==> src/rtl/uart_pkg.sv <==
// uart_pkg: shared definitions for the UART receive path.
//   rx_state_t  receiver FSM states (PARITY only exists with UART_RX_PARITY_EN)
//   BAUD_*      supported baud rates, selected by a 2-bit code
//   OVERSAMPLE  ticks per bit period
//   os_div()    clocks per oversample tick for a given clock and rate select
// Optional feature macro: UART_RX_PARITY_EN
package uart_pkg;

    typedef enum logic [2:0] {
        ST_IDLE,
        ST_START,
        ST_DATA,
`ifdef UART_RX_PARITY_EN
        ST_PARITY,
`endif
        ST_STOP,
        ST_WAIT_IDLE
    } rx_state_t;

    localparam int OVERSAMPLE  = 16;
    localparam int BAUD_9600   = 9600;
    localparam int BAUD_19200  = 19200;
    localparam int BAUD_57600  = 57600;
    localparam int BAUD_115200 = 115200;

    // Clocks per oversample tick, never less than one.
    function automatic int os_div(input int clk_freq, input logic [1:0] sel);
        int baud;
        int div;
        case (sel)
            2'd0:    baud = BAUD_9600;
            2'd1:    baud = BAUD_19200;
            2'd2:    baud = BAUD_57600;
            default: baud = BAUD_115200;
        endcase
        div = clk_freq / (OVERSAMPLE * baud);
        return (div < 1) ? 1 : div;
    endfunction

endpackage

==> src/rtl/uart_rx_tick.sv <==
// uart_rx_tick: oversample tick generator for the receiver.
//   clk        system clock
//   reset      synchronous active-high reset
//   clear      restarts the divider so ticks align to a detected start edge
//   baud_rate  rate select (already latched by the caller)
//   tick       one-cycle pulse every os_div(CLK_FREQ, baud_rate) clocks
module uart_rx_tick
    import uart_pkg::*;
#(
    parameter int CLK_FREQ = 50_000_000
) (
    input  logic       clk,
    input  logic       reset,
    input  logic       clear,
    input  logic [1:0] baud_rate,
    output logic       tick
);

    // The slowest rate has the largest divisor, so it sizes the counter.
    localparam int DIV_W = $clog2(os_div(CLK_FREQ, 2'd0)) + 1;

    localparam logic [DIV_W-1:0] DIV_M1_0 = DIV_W'(os_div(CLK_FREQ, 2'd0) - 1);
    localparam logic [DIV_W-1:0] DIV_M1_1 = DIV_W'(os_div(CLK_FREQ, 2'd1) - 1);
    localparam logic [DIV_W-1:0] DIV_M1_2 = DIV_W'(os_div(CLK_FREQ, 2'd2) - 1);
    localparam logic [DIV_W-1:0] DIV_M1_3 = DIV_W'(os_div(CLK_FREQ, 2'd3) - 1);

    logic [DIV_W-1:0] cnt_q, cnt_d;
    logic [DIV_W-1:0] div_m1;

    always_comb begin
        case (baud_rate)
            2'd0:    div_m1 = DIV_M1_0;
            2'd1:    div_m1 = DIV_M1_1;
            2'd2:    div_m1 = DIV_M1_2;
            default: div_m1 = DIV_M1_3;
        endcase
    end

    // No tick in the clear cycle; the first tick lands a full period later.
    assign tick = !clear && (cnt_q == div_m1);

    always_comb begin
        cnt_d = cnt_q + DIV_W'(1);
        if (clear || tick) begin
            cnt_d = '0;
        end
    end

    always_ff @(posedge clk) begin
        if (reset) begin
            cnt_q <= '0;
        end else begin
            cnt_q <= cnt_d;
        end
    end

endmodule

==> src/rtl/uart_rx.sv <==
// uart_rx: UART receiver, 16x oversampling with mid-bit sampling.
//   clk          system clock
//   reset        synchronous active-high reset
//   baud_rate    0=9600 1=19200 2=57600 3=115200, latched at each start edge
//   rx           asynchronous serial input, idles high
//   data_out     last received byte (held between frames)
//   data_valid   one-cycle strobe, good frame
//   frame_error  one-cycle strobe, stop bit sampled low
//   busy         receiver not idle
//   parity_error one-cycle strobe with data_valid on bad even parity
//                (only with UART_RX_PARITY_EN)
// Optional feature macro: UART_RX_PARITY_EN
module uart_rx
    import uart_pkg::*;
#(
    parameter int CLK_FREQ  = 50_000_000,
    parameter int DATA_BITS = 8
) (
    input  logic                 clk,
    input  logic                 reset,
    input  logic [1:0]           baud_rate,
    input  logic                 rx,
    output logic [DATA_BITS-1:0] data_out,
    output logic                 data_valid,
    output logic                 frame_error,
`ifdef UART_RX_PARITY_EN
    output logic                 parity_error,
`endif
    output logic                 busy
);

    localparam int BC_W = $clog2(DATA_BITS + 1);

    logic                 rx_meta_q, rx_s_q, rx_prev_q;
    rx_state_t            state_q, state_d;
    logic [3:0]           tick_cnt_q, tick_cnt_d;
    logic [BC_W-1:0]      bit_cnt_q, bit_cnt_d;
    logic [DATA_BITS-1:0] shift_q, shift_d;
    logic [DATA_BITS-1:0] data_q, data_d;
    logic [1:0]           baud_q, baud_d;
    logic                 valid_q, valid_d;
    logic                 ferr_q, ferr_d;
    logic                 clear;
    logic                 tick;
`ifdef UART_RX_PARITY_EN
    logic                 par_q, par_d;
    logic                 perr_q, perr_d;
`endif

    uart_rx_tick #(
        .CLK_FREQ (CLK_FREQ)
    ) u_tick (
        .clk       (clk),
        .reset     (reset),
        .clear     (clear),
        .baud_rate (baud_q),
        .tick      (tick)
    );

    // Mid-bit sample points: the 8th tick of the start bit, then every 16th.
    always_comb begin
        state_d    = state_q;
        tick_cnt_d = tick_cnt_q;
        bit_cnt_d  = bit_cnt_q;
        shift_d    = shift_q;
        data_d     = data_q;
        baud_d     = baud_q;
        valid_d    = 1'b0;
        ferr_d     = 1'b0;
        clear      = 1'b0;
`ifdef UART_RX_PARITY_EN
        par_d      = par_q;
        perr_d     = 1'b0;
`endif
        case (state_q)
            ST_IDLE: begin
                if (rx_prev_q && !rx_s_q) begin
                    state_d    = ST_START;
                    tick_cnt_d = '0;
                    baud_d     = baud_rate;
                    clear      = 1'b1;
                end
            end
            ST_START: begin
                if (tick) begin
                    tick_cnt_d = tick_cnt_q + 4'd1;
                    if (tick_cnt_q == 4'd7) begin
                        tick_cnt_d = '0;
                        bit_cnt_d  = '0;
                        state_d    = rx_s_q ? ST_IDLE : ST_DATA;
                    end
                end
            end
            ST_DATA: begin
                if (tick) begin
                    tick_cnt_d = tick_cnt_q + 4'd1;
                    if (tick_cnt_q == 4'd15) begin
                        shift_d   = {rx_s_q, shift_q[DATA_BITS-1:1]};
                        bit_cnt_d = bit_cnt_q + BC_W'(1);
                        if (bit_cnt_q == BC_W'(DATA_BITS - 1)) begin
`ifdef UART_RX_PARITY_EN
                            state_d = ST_PARITY;
`else
                            state_d = ST_STOP;
`endif
                        end
                    end
                end
            end
`ifdef UART_RX_PARITY_EN
            ST_PARITY: begin
                if (tick) begin
                    tick_cnt_d = tick_cnt_q + 4'd1;
                    if (tick_cnt_q == 4'd15) begin
                        par_d   = rx_s_q;
                        state_d = ST_STOP;
                    end
                end
            end
`endif
            ST_STOP: begin
                if (tick) begin
                    tick_cnt_d = tick_cnt_q + 4'd1;
                    if (tick_cnt_q == 4'd15) begin
                        data_d = shift_q;
                        if (rx_s_q) begin
                            valid_d = 1'b1;
`ifdef UART_RX_PARITY_EN
                            perr_d  = ^shift_q ^ par_q;
`endif
                            state_d = ST_IDLE;
                        end else begin
                            ferr_d  = 1'b1;
                            state_d = ST_WAIT_IDLE;
                        end
                    end
                end
            end
            ST_WAIT_IDLE: begin
                // A held-low line must return high before a new start edge counts.
                if (rx_s_q) begin
                    state_d = ST_IDLE;
                end
            end
            default: state_d = ST_IDLE;
        endcase
    end

    // Synchronizer and edge history idle high so reset never fakes a start edge.
    always_ff @(posedge clk) begin
        if (reset) begin
            rx_meta_q  <= 1'b1;
            rx_s_q     <= 1'b1;
            rx_prev_q  <= 1'b1;
            state_q    <= ST_IDLE;
            tick_cnt_q <= '0;
            bit_cnt_q  <= '0;
            shift_q    <= '0;
            data_q     <= '0;
            baud_q     <= '0;
            valid_q    <= 1'b0;
            ferr_q     <= 1'b0;
`ifdef UART_RX_PARITY_EN
            par_q      <= 1'b0;
            perr_q     <= 1'b0;
`endif
        end else begin
            rx_meta_q  <= rx;
            rx_s_q     <= rx_meta_q;
            rx_prev_q  <= rx_s_q;
            state_q    <= state_d;
            tick_cnt_q <= tick_cnt_d;
            bit_cnt_q  <= bit_cnt_d;
            shift_q    <= shift_d;
            data_q     <= data_d;
            baud_q     <= baud_d;
            valid_q    <= valid_d;
            ferr_q     <= ferr_d;
`ifdef UART_RX_PARITY_EN
            par_q      <= par_d;
            perr_q     <= perr_d;
`endif
        end
    end

    assign data_out    = data_q;
    assign data_valid  = valid_q;
    assign frame_error = ferr_q;
    assign busy        = (state_q != ST_IDLE);
`ifdef UART_RX_PARITY_EN
    assign parity_error = perr_q;
`endif

endmodule

==> config.mk <==
export PLATFORM = sky130hd
export DESIGN_NAME = uart_rx
export DESIGN_NICKNAME = d
export VERILOG_FILES = /design/src/rtl/uart_pkg.sv /design/src/rtl/uart_rx_tick.sv /design/src/rtl/uart_rx.sv
export SDC_FILE = /design/constraint.sdc
export NUM_CORES = 1
export LEC_CHECK = 0
export BUFFER_PORTS_ARGS = -buffer_cell sky130_fd_sc_hd__buf_2
export CAP_MARGIN = 20
export CORE_ASPECT_RATIO = 2
export CORE_MARGIN = 4
export CORE_UTILIZATION = 50
export DETAILED_ROUTE_END_ITERATION = 8
export PLACE_DENSITY = 0.65
export SLEW_MARGIN = 10
export SYNTH_ARGS = -nofsm -noshare
export SYNTH_HDL_FRONTEND = slang
export SYNTH_SLANG_ARGS = --single-unit
==> constraint.sdc <==
create_clock -name clk -period 5.4 [get_ports clk]
set_input_delay 0.27 -clock clk [delete_from_list [all_inputs] [get_ports clk]]
set_output_delay 0.27 -clock clk [all_outputs]
set_load 0.03 [all_outputs]
# Word-level counts from Yosys, hierarchy flattened
# Index checks and enable logic that the tools add are counted.
[word_totals]
input_bits = 5
wordCells = 84
mem_bits_rw = 0
regBits = 44
memories = 0
latch_bits = 0
romBits = 0
out_inout_bits = 11
[op_classes]
muxes = 27
order_cmp = 0
reduce_logical = 19
shift = 0
eq_ne = 20
div = 0
bitwise = 3
addsub = 3
multipliers = 0
[ops]
columns = ["op", "count"]
rows = [
  ["$mux W4", 8],
  ["$mux W3", 10],
  ["$pmux W9 S3", 1],
  ["$pmux W3 S5", 1],
  ["$ne A2 B2 Y1 const B", 6],
  ["$pmux W4 S3", 1],
  ["$add A10 B1 Y10 const B", 1],
  ["$eq A10 B9 Y1", 1],
  ["$reduce_and A9 Y1", 1],
  ["$add A4 B1 Y4 const B", 2],
  ["$eq A4 B3 Y1 const B", 2],
  ["$ne A2 B1 Y1 const B", 4],
  ["$pmux W4 S2", 1],
  ["$eq A3 B2 Y1 const B", 2],
  ["$reduce_and A3 Y1", 2],
  ["$reduce_bool A3 Y1", 2],
  ["$reduce_and A5 Y1", 1],
  ["$eq A4 B4 Y1 const B", 1],
  ["$mux W1", 4],
  ["$reduce_and A4 Y1", 1],
  ["$reduce_or A2 Y1", 2],
  ["$reduce_or A4 Y1", 1],
  ["$eq A3 B1 Y1 const B", 1],
  ["$eq A3 B3 Y1 const B", 1],
  ["11 further kinds", 15],
]

# Logic depth before layout (Yosys ltp)
# Gate-level depths: netlist of run 1.
[logic_depth]
ltp_word = 8
ltp_mapped = 9
mapped_depth_nobuf = 7

# By module
# From an unflattened synthesis of run 1, not the netlist that was laid out.
[unflattened]
cells_unflattened = 230
area_unflattened_um2 = 2065.7
[modules_own_cells]
columns = ["module", "cells_per_inst", "seq_area_each_um2", "n_inst", "area_each_um2"]
rows = [
  ["uart_rx", 164, 680.7, 1, 1502.7],
  ["uart_rx_tick", 66, 200.2, 1, 563.0],
]

# Least setup slack after synthesis of run 1
# OpenSTA, ideal clock, no wires.
[synth_timing]
path_type = "register to register"
startpoint = "register baud_q[0]"
endpoint = "register tick_cnt_q[0]"
period_less_slack_ns = 2.599
slack_ns = 2.801
t_arrival_ns = 2.533
setup_ns = 0.066
required_ns = 5.334
stages_incl_launch_ff = 9
path_buffers = 1
cell_sequence = "dfxtp_1 -> inv_1 -> ha_1 -> nor2b_1 -> or4_1 -> buf_6 -> a2111o_1 -> a2111o_1 -> a21oi_2"
[synth_between]
elab_chain_len = 6
word_cells_on_any_way = 9
cone_classes = "5 x eq/ne; 1 x mux; 3 x reduce/logical"
[synth_rtl]
columns = ["item", "line_no", "text"]
rows = [
  ["start: declaration", "uart_rx.sv:40", "logic [1:0] baud_q, baud_d;"],
  ["start signal: assignment", "uart_rx.sv:176", "baud_q <= baud_d;"],
  ["$eq A2 B2 Y1 (tied with other cells)", "uart_rx_tick.sv:31", "case (baud_rate)"],
  ["$pmux W9 S3 (*)", "uart_rx_tick.sv:31", ""],
  ["$eq A10 B9 Y1 (*)", "uart_rx_tick.sv:40", "assign tick = !clear && (cnt_q == div_m1);"],
  ["$logic_and A1 B1 Y1 (*)", "uart_rx_tick.sv:40", ""],
  ["$ne A2 B1 Y1 (no source line)", "-", ""],
  ["$reduce_and A4 Y1 (no source line) (*)", "-", ""],
  ["end signal: assignment", "uart_rx.sv:172", "tick_cnt_q <= tick_cnt_d;"],
  ["end: declaration", "uart_rx.sv:36", "logic [3:0] tick_cnt_q, tick_cnt_d;"],
]
# Mark *: on every way between the ends. The rest lies on a longest branch, timed or not.
# A chain may end at the register's enable or synchronous reset.

# Final worst setup path of run 1
[layout_timing]
startpoint = "register baud_q[0]"
endpoint = "register bit_cnt_q[3]"
[layout_between]
elab_chain_len = 6
word_cells_on_any_way = 9
cone_classes = "5 x eq/ne; 1 x mux; 3 x reduce/logical"
[layout_rtl]
columns = ["item", "line_no", "text"]
rows = [
  ["$eq A2 B2 Y1 (tied with other cells)", "uart_rx_tick.sv:31", ""],
  ["$pmux W9 S3 (*)", "uart_rx_tick.sv:31", ""],
  ["$eq A10 B9 Y1 (*)", "uart_rx_tick.sv:40", ""],
  ["$logic_and A1 B1 Y1 (*)", "uart_rx_tick.sv:40", ""],
  ["$ne A2 B1 Y1 (no source line)", "-", ""],
  ["$reduce_and A5 Y1 (no source line) (*)", "-", ""],
  ["end signal: assignment", "uart_rx.sv:173", "bit_cnt_q <= bit_cnt_d;"],
  ["end: declaration", "uart_rx.sv:37", "logic [BC_W-1:0] bit_cnt_q, bit_cnt_d;"],
]
# Marked as above.

==> results of run 1 <==
-- worst max-delay path: stages (launching register included) --
cell and delay, ns:
sky130_fd_sc_hd__dfxtp_1 0.42, sky130_fd_sc_hd__inv_1 0.09, sky130_fd_sc_hd__ha_1 0.32, sky130_fd_sc_hd__nor2b_1 0.13, sky130_fd_sc_hd__or4_1 0.65, sky130_fd_sc_hd__a2111oi_2 0.40, sky130_fd_sc_hd__buf_4 0.28, sky130_fd_sc_hd__or3b_1 0.36
sky130_fd_sc_hd__a21oi_1 0.14
-- cells by family after synthesis --
group                      share of synthesized area
and+or+nand+nor                                0.232
adders and majority gates                     0.0414
DFF                                            0.417
muxes                                         0.0432
AOI/OAI and AO/OA                              0.173
xor gates and xnor gates                      0.0497
buffers and inverters                         0.0444
-- state kept, by name, summed over array words and instances (netlist names) --
| register | cells |
|---|---|
| frame_error | 1 |
| bit_cnt_q | 4 |
| u_tick.cnt_q | 10 |
| rx_meta_q | 1 |
| rx_prev_q | 1 |
| data_valid | 1 |
| shift_q | 8 |
| tick_cnt_q | 4 |
| baud_q | 2 |
| rx_s_q | 1 |
| state_q | 3 |
| data_out | 8 |
-- cells in the final DEF, fill, tap and decap left out, types with 3 or more instances in the layout --
cell and n:
sky130_fd_sc_hd__a2111o_1 3, sky130_fd_sc_hd__a21oi_1 19, sky130_fd_sc_hd__and2_1 5, sky130_fd_sc_hd__and3_1 6, sky130_fd_sc_hd__buf_2 15, sky130_fd_sc_hd__clkbuf_8 6, sky130_fd_sc_hd__dfxtp_1 44, sky130_fd_sc_hd__ha_1 7
sky130_fd_sc_hd__inv_1 8, sky130_fd_sc_hd__mux2i_1 8, sky130_fd_sc_hd__nand2_1 11, sky130_fd_sc_hd__nand3_1 19, sky130_fd_sc_hd__nand3b_1 5, sky130_fd_sc_hd__nor2_1 23, sky130_fd_sc_hd__nor2b_1 4, sky130_fd_sc_hd__nor3_1 5
sky130_fd_sc_hd__nor3b_1 3, sky130_fd_sc_hd__o21ai_0 13, sky130_fd_sc_hd__or2_2 3, sky130_fd_sc_hd__or3_1 3, sky130_fd_sc_hd__xnor2_1 8, sky130_fd_sc_hd__xor2_1 4
-- layer usage --
| layer | global-route usage | share of wire | vias up |
|---|---|---|---|
| li1 | - | - | 876 |
| met1 | 0.177 | 0.36 | 840 |
| met2 | 0.344 | 0.56 | 28 |
| met3 | 0.0327 | 0.028 | 13 |
| met4 | 0.109 | 0.048 | 0 |
| met5 | 0 | 0 | - |
-- metrics by stage --
step / worst slack, ns / power, mW / util / hold WS [ns]
after floorplan: 2.80 / 0.365 / - / 0.374
after global placement: 2.60 / 0.372 / 0.539 / 0.393
after detailed placement: 2.54 / 0.372 / 0.539 / 0.395
after CTS: 2.52 / 0.635 / 0.569 / 0.152
after global routing: 2.37 / 0.654 / 0.569 / 0.156
final: 2.53 / 0.629 / 0.569 / 0.157
-- where the power goes --
part | leakage [nW] | switching [mW] | internal (mW)
logic | 0.424 | 0.0200 | 0.0102
registers | 0.356 | 0.00614 | 0.328
clock network | 0.0614 | 0.113 | 0.151
total | 0.841 | 0.140 | 0.489
-- cell type report --
cell class                      count  area (um2)  area share
Clock inverter                      2        38.8      0.0167
Multi-Input combinational cell    176        1150       0.493
Timing Repair Buffer               16        82.6      0.0355
Sequential cell                    44         881       0.379
Inverter                            8        30.0      0.0129
Clock buffer                        6        82.6      0.0355
Tap cell                           52        65.1      0.0280
-- final timing paths --
path	start	end	depth (start not counted)
worst max register to register	baud_q[0]	bit_cnt_q[3]	8
worst max-delay path	baud_q[0]	bit_cnt_q[3]	8
worst min register to register	rx_meta_q	rx_s_q	1
worst min-delay path	rx	rx_meta_q	2
==> flow_summary_export.csv, run 1 <==
group,metric,value,unit
setup_path,critical_path_required,5.63,ns
setup_path,wp_data_arrival,3.09,ns
cts,cts_max_level,2,
synth,yosys_warnings,0,
global_route,initial_antenna_violation_count,0,
drt,final_antenna_net_count,0,
drt,routed_wl,4.47,mm
synth,netlist_area,2110,um2
synth,postSynthRegisterBits,44,
synth,synth_top_area_share,0.417,
finish,finalInstanceArea,2330,um2
timing,achievable-frequency,349,MHz
drt,firstDrtPassIters,4,
timing,slew_viol_final,0,
cts,post_cts_buffers,0,
floorplanning,die_w,54.0,um
status,outcome,"completed",
finish,layout-drive-gt1-share,0.119,
global_route,pin_count_of_the_biggest_net_entering_global_routing,31,
pwr,worst_ir_drop_vdd,0.309,mV
cts,postcts_resize_cnt,0,
cts,cts-hold-fix-buffers,0,
synth,synth_common_cells,"sky130_fd_sc_hd__dfxtp_1, sky130_fd_sc_hd__nor2_1, sky130_fd_sc_hd__a21oi_1, sky130_fd_sc_hd__nand3_1, sky130_fd_sc_hd__o21ai_0",
synth,synth_sequential_area_ratio,0.417,
global_route,globalRoute.totalOverflow,0,
finish,fillers,391,
cts,cts_made_buffers,5,
setup_path,critical_path_class,"flip-flop to flip-flop",
finish,synthToLayoutAreaGrowth,10.0,%
timing,worst_clock_skew,0.00617,ns
synth,post_synth_main_area_contributors,"sky130_fd_sc_hd__dfxtp_1, sky130_fd_sc_hd__a21oi_1, sky130_fd_sc_hd__nand3_1, sky130_fd_sc_hd__ha_1, sky130_fd_sc_hd__nor2_1",
timing,setup_total_negative_slack,0,ns
pwr,cellPowerDensity,270,nW/um2
global_route,globalRouteTotalUtil,0.186,
drt,vias,1757,
floorplanning,pin_count,16,
setup_path,timing.critical_path.from_type,"flip-flop",
synth,synth.net_count,254,
timing,worst_pin_slew,0.623,ns
setup_path,crit_fanout,11,
cts,clock_insertion_delay_worst_skew,0.30,ns
cts,cts.root.buffer_cell,"sky130_fd_sc_hd__clkbuf_8",
synth,post_synth_edffs,0,
pwr,power.leakage,0.841,nW
timing,max_slew_headroom,0.584,
timing,finalCriticalPeriod,2.87,ns
cts,cts_tree,"yes",
placed_design,buffer_ports.inserted,15,
timing,min_period_over_period,0.531,
finish,layout.cells.non_filler,304,
floorplanning,coreArea,4090,um2
drt,avgRoutedWirePerCell,14.7,um
synth,syn-instance-count,242,
setup_path,endpoint_kind,"flip-flop",
synth,yosys.cell_count.top_type,"sky130_fd_sc_hd__dfxtp_1",
floorplanning,die_y,100,um
timing,setup_viol,0,
finish,final_net_count,263,
timing,timing.final.hold_violations,0,
placed_design,globalplace.congestion,0.822,
cts,clk_pin_slew,0.09,ns
drt,route.detailed.drc,0,
timing,grt_setup_unrepaired,"no",
global_route,grt_first_pass_wirelength,7.49,mm
hold_path,min_path_type,"input port to flip-flop",
floorplanning,fp-row-count,33,
synth,ys_async_sr_fraction,0,
synth,synth_top_area_cell,"sky130_fd_sc_hd__dfxtp_1",
drt,first_iter_violations,38,
setup_path,r2r_setup_slack,2.53,ns
placed_design,post_detail_place_hpwl,3.37,mm
floorplanning,initial_utilization,0.517,
cts,cts.sinks,44,
job,max_cap_violations,0,
drt,vias_per_cell,5.78,
placed_design,place.detailed.instances,296,
global_route,vias_in_the_first_global_route,1679,
floorplanning,floorplan.die_area,5400,um2
placed_design,placement.cell_area,2200,um2
cts,buffer_depth_of_the_longest_clock_path,2,
synth,ys_dominant_reg_cell,"sky130_fd_sc_hd__dfxtp_1",
synth,unique_cell_type_count_in_the_yosys_netlist,44,
finish,antennaDiodeCount,0,
synth,syn-mean-instance-area,8.74,um2
(Power assumes the default switching activity.)
==> run 2: changes to the inputs <==
- ABC_AREA: default -> 1
- clock period: 5.4 -> 3 ns (I/O delays scaled with it)
==> flow_summary_export.csv, run 2 <==
group,metric,value,unit
status,outcome,"completed",
synth,synth_top_area_cell,"sky130_fd_sc_hd__dfxtp_1",
timing,setup_slack,0.896,ns
timing,grt_setup_unrepaired,"no",
drt,vias_per_cell,5.12,
synth,netlist_area,2130,um2
global_route,vias_in_the_first_global_route,1874,
finish,largest_register_ff_count,10,
global_route,pin_count_of_the_biggest_net_entering_global_routing,25,
pwr,power.leakage,1.07,nW
cts,clock_insertion_delay_worst_skew,0.29,ns
cts,postcts_resize_cnt,0,
timing,min_period_over_period,0.701,
drt,vias,1843,
floorplanning,pin_count,16,
finish,layout-drive-gt1-share,0.143,
synth,synth.net_count,301,
cts,cts.sinks,44,
drt,first_iter_violations,28,
finish,synthToLayoutAreaGrowth,9.69,%
cts,cts-hold-fix-buffers,0,
synth,synth_common_cells,"sky130_fd_sc_hd__nor2_1, sky130_fd_sc_hd__nand2_1, sky130_fd_sc_hd__dfxtp_1",
drt,route.detailed.drc,0,
timing,achievable-frequency,475,MHz
setup_path,critical_path_class,"flip-flop to flip-flop",
synth,yosys_warnings,0,
synth,post_synth_edffs,0,
timing,worst_pin_slew,0.642,ns
drt,routed_wl,4.52,mm
setup_path,timing.critical_path.from_type,"flip-flop",
finish,antennaDiodeCount,0,
synth,synth_sequential_area_ratio,0.414,
synth,postSynthRegisterBits,44,
synth,yosys.cell_count.top_type,"sky130_fd_sc_hd__nor2_1",
setup_path,endpoint_kind,"flip-flop",
cts,cts_made_buffers,5,
global_route,globalRoute.totalOverflow,0,
timing,setup_viol,0,
timing,max_slew_headroom,0.571,
timing,setup_total_negative_slack,0,ns
synth,syn-instance-count,289,
setup_path,crit_fanout,8,
floorplanning,die_y,100,um
timing,timing.final.hold_violations,0,
placed_design,pre_cts_ws,0.860,ns
synth,synth_top_area_share,0.414,
cts,clk_pin_slew,0.09,ns
drt,avgRoutedWirePerCell,12.6,um
pwr,worst_ir_drop_vdd,0.378,mV
global_route,grt_first_pass_wirelength,8.10,mm
finish,final_net_count,319,
floorplanning,floorplan.die_area,5430,um2
synth,post_synth_main_area_contributors,"sky130_fd_sc_hd__dfxtp_1, sky130_fd_sc_hd__nor2_1, sky130_fd_sc_hd__nand2_1, sky130_fd_sc_hd__o21ai_0, sky130_fd_sc_hd__inv_1",
timing,slew_viol_final,0,
placed_design,post_detail_place_hpwl,3.50,mm
cts,post_cts_buffers,0,
finish,top_register,"u_tick.cnt_q",
global_route,initial_antenna_violation_count,0,
synth,unique_cell_type_count_in_the_yosys_netlist,30,
drt,final_antenna_net_count,0,
setup_path,wp_data_arrival,2.34,ns
synth,ys_async_sr_fraction,0,
timing,finalCriticalPeriod,2.10,ns
placed_design,globalplace.congestion,0.799,
cts,cts_max_level,2,
drt,firstDrtPassIters,4,
hold_path,min_path_type,"input port to flip-flop",
global_route,globalRouteTotalUtil,0.197,
cts,buffer_depth_of_the_longest_clock_path,2,
finish,layout_common_cells,"sky130_fd_sc_hd__nor2_1, sky130_fd_sc_hd__nand2_1, sky130_fd_sc_hd__dfxtp_1, sky130_fd_sc_hd__inv_1, sky130_fd_sc_hd__o21ai_0",
placed_design,buffer_ports.inserted,15,
pwr,cellPowerDensity,651,nW/um2
floorplanning,die_w,54.1,um
floorplanning,fp-row-count,33,
synth,ys_dominant_reg_cell,"sky130_fd_sc_hd__dfxtp_1",
floorplanning,coreArea,4130,um2
job,max_cap_violations,0,
timing,worst_clock_skew,0.00862,ns
floorplanning,initial_utilization,0.516,
setup_path,critical_path_required,3.24,ns
synth,syn-mean-instance-area,7.37,um2
finish,final_common_cell,"sky130_fd_sc_hd__nor2_1",
cts,cts_tree,"yes",
cts,cts.root.buffer_cell,"sky130_fd_sc_hd__clkbuf_8",
## run 2: changes by cell type in the layout (fill, tap and decap cells not counted), sizes merged, moves of 4 or more
cell,previous run,this run
a21oi,20,13
o21ai,14,22
and3,6,0
xnor2,8,1
nand3,19,15
inv,8,29
nor2b,4,0
nor2,23,64
nand3b,5,0
nor3,5,15
mux2i,8,0
nand2,11,54
and2,5,0
nand4,2,10
## run 2: final cells by class
type | instances | area (um2)
timing repair buffer | 16 | 82.6
multi-input combinational | 211 | 1110
sequential | 44 | 881
inverter | 29 | 109
clock inverter | 2 | 16.3
fill | 427 | 1790
tap | 52 | 65.1
clock buffer | 6 | 72.6
## run 2: path summary, 6_finish.rpt
check / slack (ns) / cells after the start / startpoint / endpoint
worst max register to register: 0.90 / 13 / baud_q[0] / shift_q[1]
worst min register to register: 0.42 / 1 / rx_meta_q / rx_s_q
worst min-delay path: 0.03 / 2 / rx / rx_meta_q
worst max-delay path: 0.90 / 13 / baud_q[0] / shift_q[1]
## run 2: cell families after synthesis
logic type,after synthesis,share of synthesized area
compound gates,37,0.0887
xor+xnor,5,0.0206
fa+ha+maj,7,0.0411
buf+inv,34,0.0652
flops,44,0.414
simple gates,162,0.371
## run 2: critical path: stages (launching register included)
cell and delay (ns):
sky130_fd_sc_hd__dfxtp_1 0.38, sky130_fd_sc_hd__inv_1 0.10, sky130_fd_sc_hd__ha_1 0.34, sky130_fd_sc_hd__inv_1 0.05
sky130_fd_sc_hd__nand2_1 0.05, sky130_fd_sc_hd__nand2_1 0.05, sky130_fd_sc_hd__nor2_1 0.08, sky130_fd_sc_hd__nand2_1 0.08
sky130_fd_sc_hd__nor2_4 0.13, sky130_fd_sc_hd__nand4_2 0.19, sky130_fd_sc_hd__buf_4 0.24, sky130_fd_sc_hd__nor2_8 0.12
sky130_fd_sc_hd__o21ai_0 0.09, sky130_fd_sc_hd__nor2_1 0.13
## run 2: where the power goes
group          leakage (nW)  switching [mW]  internal [mW]
Sequential            0.356          0.0435          0.617
Combinational         0.672           0.346          0.144
Clock                0.0414           0.205          0.166
Total                  1.07           0.594          0.927
## run 2: stage by stage
| stage | total power, mW | area [um2] | hold slack (ns) | utilization | std cells |
|---|---|---|---|---|---|
| finish | 1.52 | 2340 | 0.0338 | 0.566 | 360 |
| global route | 1.64 | 2340 | 0.0318 | 0.566 | 360 |
| CTS | 1.54 | 2340 | 0.0238 | 0.566 | 360 |
| detailed placement | 1.17 | 2250 | 0.335 | 0.544 | 352 |
| global placement | 1.16 | 2250 | 0.335 | 0.544 | 352 |
| floorplan | 1.06 | 2130 | 0.254 | - | 289 |
## run 2: routing by layer
layer  routed length [um]  GRT usage  up-vias
met5                    0          0        -
met4                  102     0.0902        0
met3                  103     0.0327        9
met2                 2610      0.363       27
met1                 1710      0.201      840
li1                     -          -      967
==> run 3: changes to the inputs <==
- PLACE_DENSITY: 0.65 -> 0.68
- clock period: 3 -> 1.73 ns (I/O delays scaled with it)
==> flow_summary_export.csv, run 3 (synthesized netlist as in run 2, its figures left out) <==
group,metric,value,unit
status,outcome,"complete, but fails checks",
status,failed_checks,"setup timing",
drt,first_iter_violations,43,
floorplanning,die_y,100,um
floorplanning,floorplan.die_area,5430,um2
timing,finalCriticalPeriod,1.81,ns
drt,firstDrtPassIters,4,
timing,min_period_over_period,1.05,
timing,worst_pin_slew,0.443,ns
drt,routed_wl,4.88,mm
finish,layout.cells.non_filler,384,
cts,cts.sinks,44,
timing,setup_slack,-0.0808,ns
placed_design,place.detailed.instances,372,
drt,vias,1952,
timing,setup_total_negative_slack,-0.993,ns
global_route,initial_antenna_violation_count,0,
setup_path,timing.critical_path.from_type,"flip-flop",
timing,max_slew_headroom,0.704,
drt,avgRoutedWirePerCell,12.7,um
setup_path,critical_path_class,"flip-flop to flip-flop",
global_route,vias_in_the_first_global_route,1959,
finish,register_area,886,um2
finish,layout_common_cells,"sky130_fd_sc_hd__nor2_1, sky130_fd_sc_hd__nand2_1, sky130_fd_sc_hd__dfxtp_1, sky130_fd_sc_hd__inv_1, sky130_fd_sc_hd__buf_4",
floorplanning,fp-row-count,33,
placed_design,buffer_ports.inserted,15,
finish,largest_register_ff_count,10,
drt,route.detailed.drc,0,
setup_path,critical_path_required,1.97,ns
finish,final_net_count,343,
finish,top_register,"u_tick.cnt_q",
cts,cts_tree,"yes",
placed_design,pre_cts_ws,-0.119,ns
placed_design,globalplace.congestion,0.792,
global_route,pin_count_of_the_biggest_net_entering_global_routing,15,
finish,multi_input_area,1220,um2
drt,vias_per_cell,5.08,
cts,clk_pin_slew,0.08,ns
pwr,power.leakage,1.22,nW
placed_design,post_detail_place_hpwl,3.78,mm
timing,slew_viol_final,0,
finish,final_common_cell,"sky130_fd_sc_hd__nor2_1",
timing,worst_clock_skew,0.00600,ns
cts,cts.root.buffer_cell,"sky130_fd_sc_hd__clkbuf_8",
floorplanning,pin_count,16,
finish,synthToLayoutAreaGrowth,27.0,%
pwr,worst_ir_drop_vdd,0.698,mV
setup_path,endpoint_kind,"flip-flop",
floorplanning,die_w,54.1,um
hold_path,min_path_type,"input port to flip-flop",
finish,fillers,390,
finish,antennaDiodeCount,0,
cts,cts_max_level,2,
floorplanning,coreArea,4130,um2
cts,clock_insertion_delay_worst_skew,0.30,ns
global_route,grt_first_pass_wirelength,8.38,mm
global_route,globalRoute.totalOverflow,0,
cts,cts_made_buffers,5,
timing,achievable-frequency,552,MHz
finish,layout-drive-gt1-share,0.277,
floorplanning,initial_utilization,0.516,
setup_path,crit_fanout,8,
timing,timing.final.hold_violations,0,
cts,buffer_depth_of_the_longest_clock_path,2,
timing,setup_viol,23,
job,max_cap_violations,0,
global_route,globalRouteTotalUtil,0.208,
drt,final_antenna_net_count,0,
pwr,cellPowerDensity,1130,nW/um2
timing,grt_setup_unrepaired,"yes",
setup_path,wp_data_arrival,2.05,ns
-- run 3: routing by layer --
layer,global-route usage,up-vias,share of wire
met5,0,-,0
met4,0.0998,0,0.031
met3,0.0267,11,0.024
met2,0.394,25,0.59
met1,0.205,896,0.36
li1,-,1020,-
-- run 3: path summary, 6_finish.rpt --
check / start / to / slack [ns] / cells after the start
max: baud_q[0] / shift_q[3] / -0.08 / 13
min: baud_rate[1] / baud_q[1] / 0.06 / 3
max reg2reg: baud_q[0] / shift_q[3] / -0.08 / 13
min reg2reg: rx_meta_q / rx_s_q / 0.42 / 1
-- run 3: report_power, final --
group          internal (mW)  switching (mW)
sequential              1.07          0.0682
combinational          0.370           0.696
clock                  0.472           0.364
total                   1.91            1.13
-- run 3: area by class of cell --
| type | instances | area share |
|---|---|---|
| clock inverter | 2 | 0.0143 |
| inverter | 29 | 0.0421 |
| sequential | 44 | 0.328 |
| multi-input combinational | 211 | 0.451 |
| clock buffer | 6 | 0.0305 |
| tap | 52 | 0.0241 |
| timing repair buffer | 40 | 0.110 |
-- run 3: what timing repair did --
item | in CTS | in global routing
resized for setup | 26 | 10
hold buffers | 1 | 0
endpoints found under the setup margin | 29 | 38
setup buffers | 2 | 1
endpoints found under the hold margin | 1 | 0
pin swaps | 13 | 8
-- run 3: stage by stage --
stage / hold WS (ns) / util / cell area, um2 / total power [mW]
global placement: 0.273 / 0.592 / 2440 / 2.10
floorplan: 0.190 / - / 2150 / 1.85
detailed placement: 0.274 / 0.592 / 2440 / 2.12
CTS: 0.0732 / 0.645 / 2660 / 3.05
finish: 0.0649 / 0.655 / 2700 / 3.04
global route: 0.0995 / 0.655 / 2700 / 3.24
-- run 3: worst max-delay path, cell delays in order, from the launching register on --
cell and delay, ns:
sky130_fd_sc_hd__dfxtp_4 0.38, sky130_fd_sc_hd__inv_4 0.05, sky130_fd_sc_hd__ha_4 0.27, sky130_fd_sc_hd__inv_2 0.03
sky130_fd_sc_hd__nand2_1 0.04, sky130_fd_sc_hd__nand2_1 0.05, sky130_fd_sc_hd__nor2_1 0.07, sky130_fd_sc_hd__nand2_1 0.08
sky130_fd_sc_hd__nor2_4 0.12, sky130_fd_sc_hd__nand4_4 0.13, sky130_fd_sc_hd__buf_12 0.17, sky130_fd_sc_hd__nor2_8 0.15
sky130_fd_sc_hd__o21ai_0 0.09, sky130_fd_sc_hd__nor2_1 0.11
